### config.mk
export PLATFORM = sky130hd
export DESIGN_NAME = div_unit_flat
export DESIGN_NICKNAME = d
export VERILOG_FILES = /design/src/rtl/div_unit_pkg.sv /design/src/rtl/div_unit_if.sv /design/src/rtl/div_unit_step.sv /design/src/rtl/div_unit.sv /design/src/flat_wrapper.sv
export SDC_FILE = /design/constraint.sdc
export NUM_CORES = 1
export LEC_CHECK = 0
export ABC_AREA = 1
export BUFFER_PORTS_ARGS = -buffer_cell sky130_fd_sc_hd__buf_2
export CAP_MARGIN = 20
export CORE_AREA = 2 2 286 288
export CTS_BUF_LIST = sky130_fd_sc_hd__clkbuf_8
export DETAILED_ROUTE_END_ITERATION = 12
export DIE_AREA = 0 0 288 290
export GPL_TIMING_DRIVEN = 0
export SLEW_MARGIN = 0
export SYNTH_ARGS = -nofsm -noshare
export SYNTH_HDL_FRONTEND = slang
export SYNTH_HIERARCHICAL = 1
export SYNTH_SLANG_ARGS = --single-unit
### constraint.sdc
create_clock -name clk -period 4.5 [get_ports clk]
set_input_delay 0.45 -clock clk [delete_from_list [all_inputs] [get_ports clk]]
set_output_delay 0.45 -clock clk [all_outputs]
set_load 0.005 [all_outputs]
### src/rtl/div_unit_pkg.sv
// div_unit_pkg: constants and types shared by the divider and its neighbours.
//   DIV_XLEN      : datapath width
//   OPC_* / F7_* / F3_* : decoder constants for the M-extension divide group
//   div_op_t      : low two bits of funct3 for the four divide ops
//   div_state_t   : divider FSM states
package div_unit_pkg;

  localparam int DIV_XLEN = 64;

  localparam logic [6:0] OPC_INSTR_R  = 7'b0110011;
  localparam logic [6:0] OPC_INSTR_RW = 7'b0111011;
  localparam logic [6:0] F7_MULDIV    = 7'b0000001;

  localparam logic [2:0] F3_DIV  = 3'b100;
  localparam logic [2:0] F3_DIVU = 3'b101;
  localparam logic [2:0] F3_REM  = 3'b110;
  localparam logic [2:0] F3_REMU = 3'b111;

  typedef enum logic [1:0] {
    DIV  = 2'b00,
    DIVU = 2'b01,
    REM  = 2'b10,
    REMU = 2'b11
  } div_op_t;

  typedef enum logic [1:0] {
    IDLE = 2'd0,
    CALC = 2'd1,
    DONE = 2'd2
  } div_state_t;

endpackage

### src/rtl/div_unit_if.sv
// div_unit_if: request/response bundle between decode, divider and memory stage.
//   in_valid/in_ready   : request handshake (funct3, is_word, a, b)
//   flush               : kill whatever the divider is doing
//   out_valid/out_ready : result handshake (result)
// master = pipeline side, slave = divider.
interface div_unit_if #(parameter int XLEN = 64) ();
  logic            in_valid;
  logic            in_ready;
  logic [2:0]      funct3;
  logic            is_word;
  logic [XLEN-1:0] a;
  logic [XLEN-1:0] b;
  logic            flush;
  logic            out_valid;
  logic            out_ready;
  logic [XLEN-1:0] result;

  modport master (
    output in_valid, funct3, is_word, a, b, flush, out_ready,
    input  in_ready, out_valid, result
  );

  modport slave (
    input  in_valid, funct3, is_word, a, b, flush, out_ready,
    output in_ready, out_valid, result
  );
endinterface

### src/rtl/div_unit_step.sv
// div_step: one restoring-division iteration, purely combinational.
//   i_rem  : partial remainder (always < i_div on entry)
//   i_msb  : next dividend bit shifted in
//   i_div  : |divisor|
//   o_rem  : next partial remainder
//   o_qbit : quotient bit (1 when the trial subtraction did not borrow)
module div_step #(
  parameter int XLEN = 64
) (
  input  logic [XLEN-1:0] i_rem,
  input  logic            i_msb,
  input  logic [XLEN-1:0] i_div,
  output logic [XLEN-1:0] o_rem,
  output logic            o_qbit
);
  // One extra bit: the shifted remainder can reach 2*|b|-1, which needs XLEN+1 bits
  // for full-range unsigned divisors. The top bit of the difference is the borrow.
  logic [XLEN:0] w_shift;
  logic [XLEN:0] w_diff;

  assign w_shift = {i_rem, i_msb};
  assign w_diff  = w_shift - {1'b0, i_div};
  assign o_qbit  = ~w_diff[XLEN];
  assign o_rem   = o_qbit ? w_diff[XLEN-1:0] : w_shift[XLEN-1:0];
endmodule

### src/rtl/div_unit.sv
// div_unit: iterative radix-2 restoring divider for DIV/DIVU/REM/REMU(+W).
//   clk   : clock
//   reset : synchronous active-high reset
//   bus   : div_unit_if.slave (request, flush, result handshakes)
// One quotient bit per cycle on magnitudes; signs are fixed on the way into DONE.
// Build option: DIV_EARLY_OUT_EN sends divide-by-zero and signed overflow
// straight from IDLE to DONE; otherwise they take the full iteration count.
//
// state | meaning
// IDLE  | waiting for a request, in_ready high
// CALC  | iterating, r_cnt counts finished iterations
// DONE  | result held, out_valid high until out_ready
module div_unit
  import div_unit_pkg::*;
#(
  parameter int XLEN  = DIV_XLEN,
  parameter int CNT_W = 7
) (
  input  logic        clk,
  input  logic        reset,
  div_unit_if.slave   bus
);
  localparam logic [1:0] S_IDLE = IDLE;
  localparam logic [1:0] S_CALC = CALC;
  localparam logic [1:0] S_DONE = DONE;

  logic [1:0]       r_state;
  logic [XLEN-1:0]  r_q;       // dividend bits shift out the top, quotient bits in the bottom
  logic [XLEN-1:0]  r_rem;
  logic [XLEN-1:0]  r_div;
  logic [XLEN-1:0]  r_result;
  logic [CNT_W-1:0] r_cnt;
  logic [CNT_W-1:0] r_n;
  logic             r_word;
  logic             r_is_rem;
  logic             r_legal;
  logic             r_neg_q;
  logic             r_neg_r;
  logic             r_div0;

  // request-side decode
  div_op_t          w_op;
  logic             w_signed;
  logic             w_accept;
  logic [XLEN-1:0]  w_a_ext;
  logic [XLEN-1:0]  w_b_ext;
  logic             w_a_neg;
  logic             w_b_neg;
  logic [XLEN-1:0]  w_a_abs;
  logic [XLEN-1:0]  w_b_abs;
  logic             w_div0;

  assign w_op     = div_op_t'(bus.funct3[1:0]);
  assign w_signed = (w_op == DIV) || (w_op == REM);
  assign w_accept = bus.in_valid && bus.in_ready && !bus.flush;

  assign w_a_ext = !bus.is_word ? bus.a :
                   {{(XLEN-32){w_signed & bus.a[31]}}, bus.a[31:0]};
  assign w_b_ext = !bus.is_word ? bus.b :
                   {{(XLEN-32){w_signed & bus.b[31]}}, bus.b[31:0]};
  assign w_a_neg = w_signed && w_a_ext[XLEN-1];
  assign w_b_neg = w_signed && w_b_ext[XLEN-1];
  assign w_a_abs = w_a_neg ? -w_a_ext : w_a_ext;
  assign w_b_abs = w_b_neg ? -w_b_ext : w_b_ext;
  assign w_div0  = (w_b_ext == '0);

`ifdef DIV_EARLY_OUT_EN
  logic [XLEN-1:0] w_min;
  logic [XLEN-1:0] w_a_res;
  logic            w_ovf;
  logic            w_early;
  logic [XLEN-1:0] w_early_res;

  assign w_min       = bus.is_word ? {{(XLEN-31){1'b1}}, 31'b0} : {1'b1, {(XLEN-1){1'b0}}};
  assign w_ovf       = w_signed && (w_b_ext == '1) && (w_a_ext == w_min);
  assign w_early     = bus.funct3[2] && (w_div0 || w_ovf);
  assign w_a_res     = bus.is_word ? {{(XLEN-32){bus.a[31]}}, bus.a[31:0]} : bus.a;
  assign w_early_res = bus.funct3[1] ? (w_div0 ? w_a_res : '0)
                                     : (w_div0 ? '1 : w_a_res);
`endif

  // iteration and sign fix
  logic [XLEN-1:0] w_rem_nxt;
  logic            w_qbit;
  logic [XLEN-1:0] w_q_nxt;
  logic [XLEN-1:0] w_q_fix;
  logic [XLEN-1:0] w_r_fix;
  logic [XLEN-1:0] w_sel;
  logic [XLEN-1:0] w_final;

  div_step #(.XLEN(XLEN)) u_step (
    .i_rem  (r_rem),
    .i_msb  (r_q[XLEN-1]),
    .i_div  (r_div),
    .o_rem  (w_rem_nxt),
    .o_qbit (w_qbit)
  );

  assign w_q_nxt = {r_q[XLEN-2:0], w_qbit};
  assign w_q_fix = r_neg_q ? -w_q_nxt : w_q_nxt;
  assign w_r_fix = r_neg_r ? -w_rem_nxt : w_rem_nxt;
  // The natural remainder already equals the dividend for b=0 and both overflow
  // results fall out of the magnitude path; only the div-by-zero quotient needs
  // overriding, since a negative dividend would otherwise flip its sign.
  assign w_sel   = r_is_rem ? w_r_fix : (r_div0 ? '1 : w_q_fix);
  assign w_final = !r_legal ? '0 :
                   (r_word ? {{(XLEN-32){w_sel[31]}}, w_sel[31:0]} : w_sel);

  always_ff @(posedge clk) begin
    if (reset) begin
      r_state  <= S_IDLE;
      r_q      <= '0;
      r_rem    <= '0;
      r_div    <= '0;
      r_result <= '0;
      r_cnt    <= '0;
      r_n      <= '0;
      r_word   <= 1'b0;
      r_is_rem <= 1'b0;
      r_legal  <= 1'b0;
      r_neg_q  <= 1'b0;
      r_neg_r  <= 1'b0;
      r_div0   <= 1'b0;
    end else if (bus.flush) begin
      r_state <= S_IDLE;
    end else begin
      case (r_state)
        S_IDLE: begin
          if (w_accept) begin
            r_word   <= bus.is_word;
            r_is_rem <= bus.funct3[1];
            r_legal  <= bus.funct3[2];
            r_neg_q  <= w_a_neg ^ w_b_neg;
            r_neg_r  <= w_a_neg;
            r_div0   <= w_div0;
            r_div    <= w_b_abs;
            r_rem    <= '0;
            r_cnt    <= '0;
            // W ops start with the 32-bit magnitude at the top so the MSB walk begins at bit 31
            r_q      <= bus.is_word ? {w_a_abs[31:0], {(XLEN-32){1'b0}}} : w_a_abs;
            r_n      <= bus.is_word ? CNT_W'(32) : CNT_W'(XLEN);
            r_state  <= S_CALC;
`ifdef DIV_EARLY_OUT_EN
            if (w_early) begin
              r_result <= w_early_res;
              r_state  <= S_DONE;
            end
`endif
          end
        end
        S_CALC: begin
          r_rem <= w_rem_nxt;
          r_q   <= w_q_nxt;
          r_cnt <= r_cnt + CNT_W'(1);
          if (r_cnt == r_n - CNT_W'(1)) begin
            r_result <= w_final;
            r_state  <= S_DONE;
          end
        end
        S_DONE: begin
          if (bus.out_ready) r_state <= S_IDLE;
        end
        default: r_state <= S_IDLE;
      endcase
    end
  end

  assign bus.in_ready  = (r_state == S_IDLE) && !reset;
  assign bus.out_valid = (r_state == S_DONE);
  assign bus.result    = r_result;
endmodule
### src/flat_wrapper.sv
// flat-port wrapper written by rule: the top's interface ports become plain ports
module div_unit_flat import div_unit_pkg::*;
#(
  parameter int XLEN  = DIV_XLEN,
  parameter int CNT_W = 7
)
  (clk, reset, bus_in_valid, bus_funct3, bus_is_word, bus_a, bus_b, bus_flush, bus_out_ready, bus_in_ready, bus_out_valid, bus_result);
  div_unit_if #(.XLEN(XLEN)) bus_i ();
  input  logic clk;
  input  logic reset;
  input wire logic [$bits(bus_i.in_valid)-1:0] bus_in_valid;
  input wire logic [$bits(bus_i.funct3)-1:0] bus_funct3;
  input wire logic [$bits(bus_i.is_word)-1:0] bus_is_word;
  input wire logic [$bits(bus_i.a)-1:0] bus_a;
  input wire logic [$bits(bus_i.b)-1:0] bus_b;
  input wire logic [$bits(bus_i.flush)-1:0] bus_flush;
  input wire logic [$bits(bus_i.out_ready)-1:0] bus_out_ready;
  output wire logic [$bits(bus_i.in_ready)-1:0] bus_in_ready;
  output wire logic [$bits(bus_i.out_valid)-1:0] bus_out_valid;
  output wire logic [$bits(bus_i.result)-1:0] bus_result;
  assign bus_i.in_valid = bus_in_valid;
  assign bus_i.funct3 = bus_funct3;
  assign bus_i.is_word = bus_is_word;
  assign bus_i.a = bus_a;
  assign bus_i.b = bus_b;
  assign bus_i.flush = bus_flush;
  assign bus_i.out_ready = bus_out_ready;
  assign bus_in_ready = bus_i.in_ready;
  assign bus_out_valid = bus_i.out_valid;
  assign bus_result = bus_i.result;
  div_unit #(.XLEN(XLEN), .CNT_W(CNT_W)) u_core (.clk(clk), .reset(reset), .bus(bus_i));
endmodule
==> impl_metrics.toml, run 1 <==
[global_route]
grt_max_degree = 15
grt_usage_pct = 31.49
grt_pass1_wl_um = 198400
gr-total-overflow = 0
grt_pass1_vias = 31400
antenna_found_initial = 6

[worst_setup_path]
r2r_start = "u_core/r_q[63]"
setup.worst_path.class = "flop to flop"
crit_path_max_incr_delay_ns = 0.49
rrSetupSlack_ns = 0.05
cp-startpoint = "u_core/r_q[63]"
crit_top_cell = "nand2_1"
slowest_stage = "o21ai_0"
start_kind = "flop"
endpoint_kind = "flop"
worstPathArrival_ns = 4.98
cp-endpoint = "u_core/bus.result[3]"
ff2ff_path_depth = 29
r2r_end = "u_core/bus.result[3]"
cp.required_ns = 5.04
critPathMaxFanout = 10

[cts]
clk_path_buf_depth = 3
numClockSinks = 272
root_buffer = "clkbuf_8"
insertion_delay_ns = 0.68
h-tree-depth = 2
cts_tree = "done"
cts.reportedPaths.clkPinSlew_ns = 0.07
cts_inserted_buffers = 47

[synth]
synth_top_cell_by_area = "nand2_1"
async_reset_ff_share_pct = 0
postSynthAreaPerCell_um2 = 5.291
synth_seq_area_share_pct = 19.55
syn-instance-count = 5265
yosysWarnings = 6
ys_top_cells_by_count = "2021 x nand2_1, 714 x inv_1, 607 x nor2_1, 353 x a21oi_1, 293 x nand3_1"
synth_cell_types = 58
synthFlopType = "dfxtp_1"
synthMostInstantiatedCell = "nand2_1"
synth_area_leaders = "nand2_1 27%, dfxtp_1 20%, inv_1 9.6%, nor2_1 8.2%, a21oi_1 6.3%"
synthesis.area_um2 = 27860
ys_ff_latch = 272
synth_edf_count = 0
synth_top_area_share_pct = 27.23
syn_nets = 5472

[worst_hold_path]
worstHoldPathType = "primary input to flop"

[finish]
syn2layout_area_growth_pct = 16.38
drive_gt1_share_pct = 12.61
fin_nets = 5747

[pwr]
power_mw = 9.371
powerDensity_nw_per_um2 = 289.0
cellLeakagePower_nw = 16.89
vdd_drop_max_uv = 209.2

[place]
portBuffers = 200
dp_hpwl_um = 114200
globalplace.congestion = 1.029

[timing]
slew_violations = 0
finalCriticalPeriod_ns = 4.446
worst_clock_skew_ns = 0.05269
setup_viol = 0
tightest_slew_ns = 1.092
timing.final.hold_violations = 0
period_share_pct = 98.79
max_slew_margin_pct = 27.23
fmax_mhz = 224.9
finalSetupTns_ns = 0
hold_slack_ns = 0.1055

[job]
maxCapViolCount = 0

[routing]
drc = 0
via_per_inst = 5.235
vias = 34730
wl_um = 136800
antenna_left = 0
drt_iter0_markers = 3771
wire_per_inst_um = 20.61
firstDrtPassIters = 6

[die]
coreArea_um2 = 80160
start_util_pct = 34.75
io_pins = 203
die_h_um = 290
row_count = 104
die_area_um2 = 83520
dieWidth_um = 288

[outcome]
status = "completed"
==> report_power, final <==
group | total (mW) | leakage [nW] | internal (mW) | switching, mW
sequential | 2.63 | 2.21 | 2.48 | 0.142
clock | 2.63 | 0.597 | 1.50 | 1.13
combinational | 4.12 | 14.1 | 1.21 | 2.91
==> critical path: cells and delay by family (launching register included) <==
| family | cells | cell delay (ns) |
|---|---|---|
| adder cells (fa/ha/maj) | 2 | 0.60 |
| buffers and inverters | 5 | 0.56 |
| AO/OA/AOI/OAI | 3 | 0.98 |
| flip-flops | 1 | 0.44 |
| AND/OR/NAND/NOR | 19 | 1.73 |
==> kinds of logic (layout without fill, tap and decap cells) <==
family                     count (synthesis)  after routing  synth area share [%]
and+or+nand+nor                         3191           3192                 46.89
adders and majority gates                 70             70                 3.171
buffers and inverters                    912           1219                 13.14
DFF                                      272            272                 19.55
other                                      0              2                     0
xor gates and xnor gates                  95             95                 2.987
AOI/OAI and AO/OA                        725            725                 14.26
==> sequential cells by signal, summed over array words and instances, names as in the netlist <==
| name | count |
|---|---|
| u_core/bus.result | 64 |
| u_core/r_cnt | 7 |
| u_core/r_div | 64 |
| u_core/r_div0 | 1 |
| u_core/r_is_rem | 1 |
| u_core/r_legal | 1 |
| u_core/r_n | 2 |
| u_core/r_neg_q | 1 |
| u_core/r_neg_r | 1 |
| u_core/r_q | 64 |
| u_core/r_rem | 64 |
| u_core/r_state | 2 |
==> final cells by class <==
cell class,instances,area (um2)
fillers,9245,47740
multi-input cells,4082,19660
flip-flops and latches,272,5469
inverters,732,2750
well taps,1060,1326
repair buffers,225,1214
plain buffers,180,929.6
clock buffers,57,784.5
clock inverters,25,286.5
diodes,2,5.005
==> how the worst min path moves through the flow <==
stage / end / cells past startpoint / slack [ns] / startpoint
2_1_floorplan: u_core/r_cnt[2] / 2 / 0.43 / u_core/r_cnt[2]
3_3_place_gp: u_core/r_cnt[2] / 2 / 0.44 / u_core/r_cnt[2]
3_5_place_dp: u_core/bus.result[52] / 2 / 0.45 / u_core/bus.result[52]
4_1_cts: u_core/r_legal / 3 / 0.07 / bus_funct3[2]
5_1_grt: u_core/r_legal / 3 / 0.09 / bus_funct3[2]
6_report: u_core/r_legal / 3 / 0.11 / bus_funct3[2]
==> timing repair <==
item                       4_1_cts  5_1_grt
hold buffers                     0        0
hold endpoints to repair         0        0
setup endpoints to repair       52       53
gates cloned                     0        3
resized for setup               82      215
pin swaps                       10       24
buffers inserted                 8       14
==> cells in the final DEF (no fill, tap or decap), drive strengths merged, types with 3 or more instances in the layout <==
cell / synthesis / final
xnor2: 11 / 11
a21oi: 354 / 354
o22ai: 21 / 21
and2: 6 / 6
ha: 69 / 69
inv: 728 / 743
o21bai: 20 / 20
nor2: 639 / 639
a221oi: 9 / 9
bufinv: 0 / 6
and3: 5 / 5
o211ai: 22 / 22
or2: 16 / 16
clkbuf: 96 / 157
dfxtp: 272 / 272
xor2: 84 / 84
clkinv: 4 / 8
o21ai: 250 / 250
o221ai: 19 / 19
nor4: 7 / 7
buf: 84 / 305
nand3: 296 / 296
nor3b: 3 / 3
nand2: 2057 / 2058
o21a: 17 / 17
nor3: 57 / 57
nand3b: 32 / 32
nand4: 72 / 72
==> metrics by stage <==
stage / setup WS [ns] / instance area [um2] / util [%] / std cells
after detailed placement: -0.6507 / 30190 / 37.66 / 6525
after CTS: 0.001414 / 31580 / 39.40 / 6615
after global routing: -0.05015 / 32420 / 40.44 / 6634
final: 0.05434 / 32420 / 40.45 / 6635
after floorplan: 0.8965 / 27860 / - / 5265
after global placement: -0.6628 / 30190 / 37.66 / 6525
==> layer usage <==
metal | global-route usage [%] | part of all wire [%] | vias up
met5 | 0 | 0.0095 | -
met4 | 12.52 | 3.9 | 2
met1 | 42.95 | 44 | 15840
met2 | 49.28 | 44 | 1561
met3 | 5.016 | 9.0 | 240
li1 | - | - | 17100
No activity file was read; power rests on OpenSTA's default activity.
==> run 2: changes to the inputs <==
ABC_AREA = not set   (was 1)
CORE_AREA = 2 2 256 258   (was 2 2 286 288)
DIE_AREA = 0 0 258 260   (was 0 0 288 290)
SLEW_MARGIN = not set   (was 0)
==> run 2 against run 1 <==
  * Synthesized cell count shrank 40%
  * Maximum frequency shrank 23%
  * Clock skew shrank 0.0067 ns
  * Wire length shrank 20%
  * Critical path depth shrank 4
  * Sequential power shrank 2%
  * Global-route usage shrank 0.68 points
  * Sequential cell count is the same
  * Register-to-register slack lost 1.3 ns
  * The run now ends with negative setup slack left
  * Worst setup slack lost 1.3 ns
  * Power shrank 16%
  * Sequential share of layout area grew 2.0 points
==> impl_metrics.toml, run 2 <==
[finish]
fin_nets = 3734
multiInputGateArea_um2 = 17640
syn2layout_area_growth_pct = 29.14
final_cell_mix = "359 x nand2_1, 293 x a21oi_1, 268 x dfxtp_1"
final_common_cell = "nand2_1"
ff_latch_area_um2 = 5453
fillers = 6530
final_util_pct = 45.05
drive_gt1_share_pct = 20.74
layout.cells.non_filler = 4424

[timing]
finalCriticalPeriod_ns = 5.774
worst_clock_skew_ns = 0.04597
slew_violations = 0
fmax_mhz = 173.2
max_slew_margin_pct = 12.12
setup_viol = 63
timing.final.hold_violations = 0
fin_ws_ns = -1.274
period_share_pct = 128.3
hold_slack_ns = 0.06389
finalSetupTns_ns = -59.00
rsz0062_at_grt = "true"
tightest_slew_ns = 1.318

[global_route]
grt_usage_pct = 30.82
grt_pass1_vias = 24530
grt_max_degree = 14
gr-total-overflow = 0
grt_pass1_wl_um = 158000
antenna_found_initial = 5

[synth]
ys_ff_latch = 272
synth_cell_types = 93
synth_seq_area_share_pct = 24.35
synthMostInstantiatedCell = "nand2_1"
synth_edf_count = 0
syn_nets = 3370
syn-instance-count = 3163
synthesis.area_um2 = 22370
synthFlopType = "dfxtp_1"
yosysWarnings = 6
synth_top_area_share_pct = 24.35
postSynthAreaPerCell_um2 = 7.071
ys_top_cells_by_count = "373 x nand2_1, 310 x a21oi_1, 272 x dfxtp_1, 271 x o21ai_0, 243 x nor2_1"
synth_top_cell_by_area = "dfxtp_1"
synth_area_leaders = "dfxtp_1 24%, a21oi_1 6.9%, nand2_1 6.3%, o21ai_0 6.1%, xor2_1 5.6%"
async_reset_ff_share_pct = 0

[routing]
wire_per_inst_um = 24.87
firstDrtPassIters = 6
vias = 27150
drc = 0
drt_iter0_markers = 3272
antenna_left = 0
wl_um = 110000
via_per_inst = 6.137

[cts]
numClockSinks = 272
clk_path_buf_depth = 3
root_buffer = "clkbuf_8"
ctsHoldBuffers = 0
insertion_delay_ns = 0.68
cts.reportedPaths.clkPinSlew_ns = 0.06
cts_tree = "done"
h-tree-depth = 2
cts_inserted_buffers = 50

[place]
globalplace.congestion = 1.008
portBuffers = 199
dpl.cell_count = 4221
preCtsSetupSlack_ns = -2.149
dp_hpwl_um = 84480

[worst_setup_path]
r2r_end = "u_core/bus.result[53]"
start_kind = "flop"
worstPathArrival_ns = 6.34
rrSetupSlack_ns = -1.27
endpoint_kind = "flop"
critPathMaxFanout = 7
r2r_start = "u_core/r_q[63]"
setup.worst_path.class = "flop to flop"
ff2ff_path_depth = 25
cp.required_ns = 5.06

[die]
die_h_um = 260
start_util_pct = 34.88
die_area_um2 = 67080
row_count = 93
dieWidth_um = 258
io_pins = 203
coreArea_um2 = 64120

[worst_hold_path]
worstHoldPathType = "primary input to flop"
whs_path_depth = 2
hold_start = "bus_flush"
hold_end = "u_core/r_state[1]"

[pwr]
powerDensity_nw_per_um2 = 272.1
vdd_drop_max_uv = 163.1
cellLeakagePower_nw = 11.07

[job]
maxCapViolCount = 0

[outcome]
status = "complete, but fails checks"
violations = "negative setup slack"
## run 2: cell count changes after synthesis, sizes merged, moves of 36 or more
cell    before  now
inv        728  113
nor4         7   56
o41ai        0   42
xor2        84  145
nand2     2057  373
nand3      296  148
o21ai      250  286
clkbuf      96  191
o31ai        2   51
a21oi      354  310
nor2       639  244
buf         84   48
xnor2       11  142
## run 2: worst max path at each step
| stage | from | endpoint | slack [ns] | cells past startpoint |
|---|---|---|---|---|
| after detailed placement | u_core/r_q[63] | u_core/bus.result[61] | -2.15 | 21 |
| after CTS | u_core/r_q[63] | u_core/bus.result[62] | -1.25 | 28 |
| final | u_core/r_q[63] | u_core/bus.result[53] | -1.27 | 25 |
| after floorplan | u_core/r_q[63] | u_core/bus.result[43] | -0.63 | 24 |
| after global routing | u_core/r_q[63] | u_core/bus.result[51] | -1.36 | 24 |
| after global placement | u_core/r_q[63] | u_core/bus.result[61] | -2.16 | 21 |
## run 2: metal layers
metal	global-route usage, %	routed length [um]	vias up
met4	13.63	5792	4
met1	41.98	45840	12950
met5	0	25	-
li1	-	-	12280
met3	4.688	10530	329
met2	48.08	47820	1589
## run 2: power breakdown
group	switching (mW)	internal [mW]
Clock	1.22	1.33
Combinational	1.71	1.01
Sequential	0.0990	2.49
## run 2: logic make-up after synthesis
kind of cell    Yosys count  synth area share [%]
flops                   272                 24.35
buf+inv                 354                 6.171
xor+xnor                287                 11.27
simple gates           1139                 24.39
compound gates         1027                 29.23
fa+ha+maj                70                 3.950
mux                      14                0.6434
## run 2: cell type report
class | count | area share, %
Sequential cell | 272 | 18.88
Clock inverter | 30 | 0.5935
Inverter | 115 | 1.529
Clock buffer | 63 | 3.002
Antenna cell | 1 | 0.008664
Multi-Input combinational cell | 2537 | 61.08
Timing Repair Buffer | 319 | 7.434
Tap cell | 855 | 3.704
Buffer | 232 | 3.773
## run 2: what timing repair did
action	4_1_cts	5_1_grt
gates cloned	3	1
setup endpoints to repair	63	64
buffers inserted	49	62
pin swaps	83	134
gates resized for setup	217	226
## run 2: per-stage QoR
stage / power, mW / instance area, um2
detailed placement: 4.621 / 24760
global route: 8.109 / 28880
floorplan: 3.923 / 22660
CTS: 7.435 / 27240
global placement: 4.622 / 24730
finish: 7.859 / 28880
## run 2: worst max-delay path, stage by stage (launching register included)
cell and delay, ns:
dfxtp_4 0.41, inv_2 0.06, ha_4 0.16, fa_2 0.35, nor2b_2 0.14, o31a_1 0.24, o221ai_4 0.16, o211ai_4 0.28
a211oi_4 0.14, o21ai_4 0.21, a41oi_4 0.18, xor2_4 0.26, buf_8 0.17, bufbuf_16 0.26, buf_4 0.13, nand2_1 0.05
o21ai_0 0.07, clkbuf_2 0.21, or3_4 0.44, or4_4 0.60, buf_12 0.16, buf_8 0.12, o41ai_4 0.22, xor2_1 0.26
a22oi_2 0.14, a32o_1 0.23
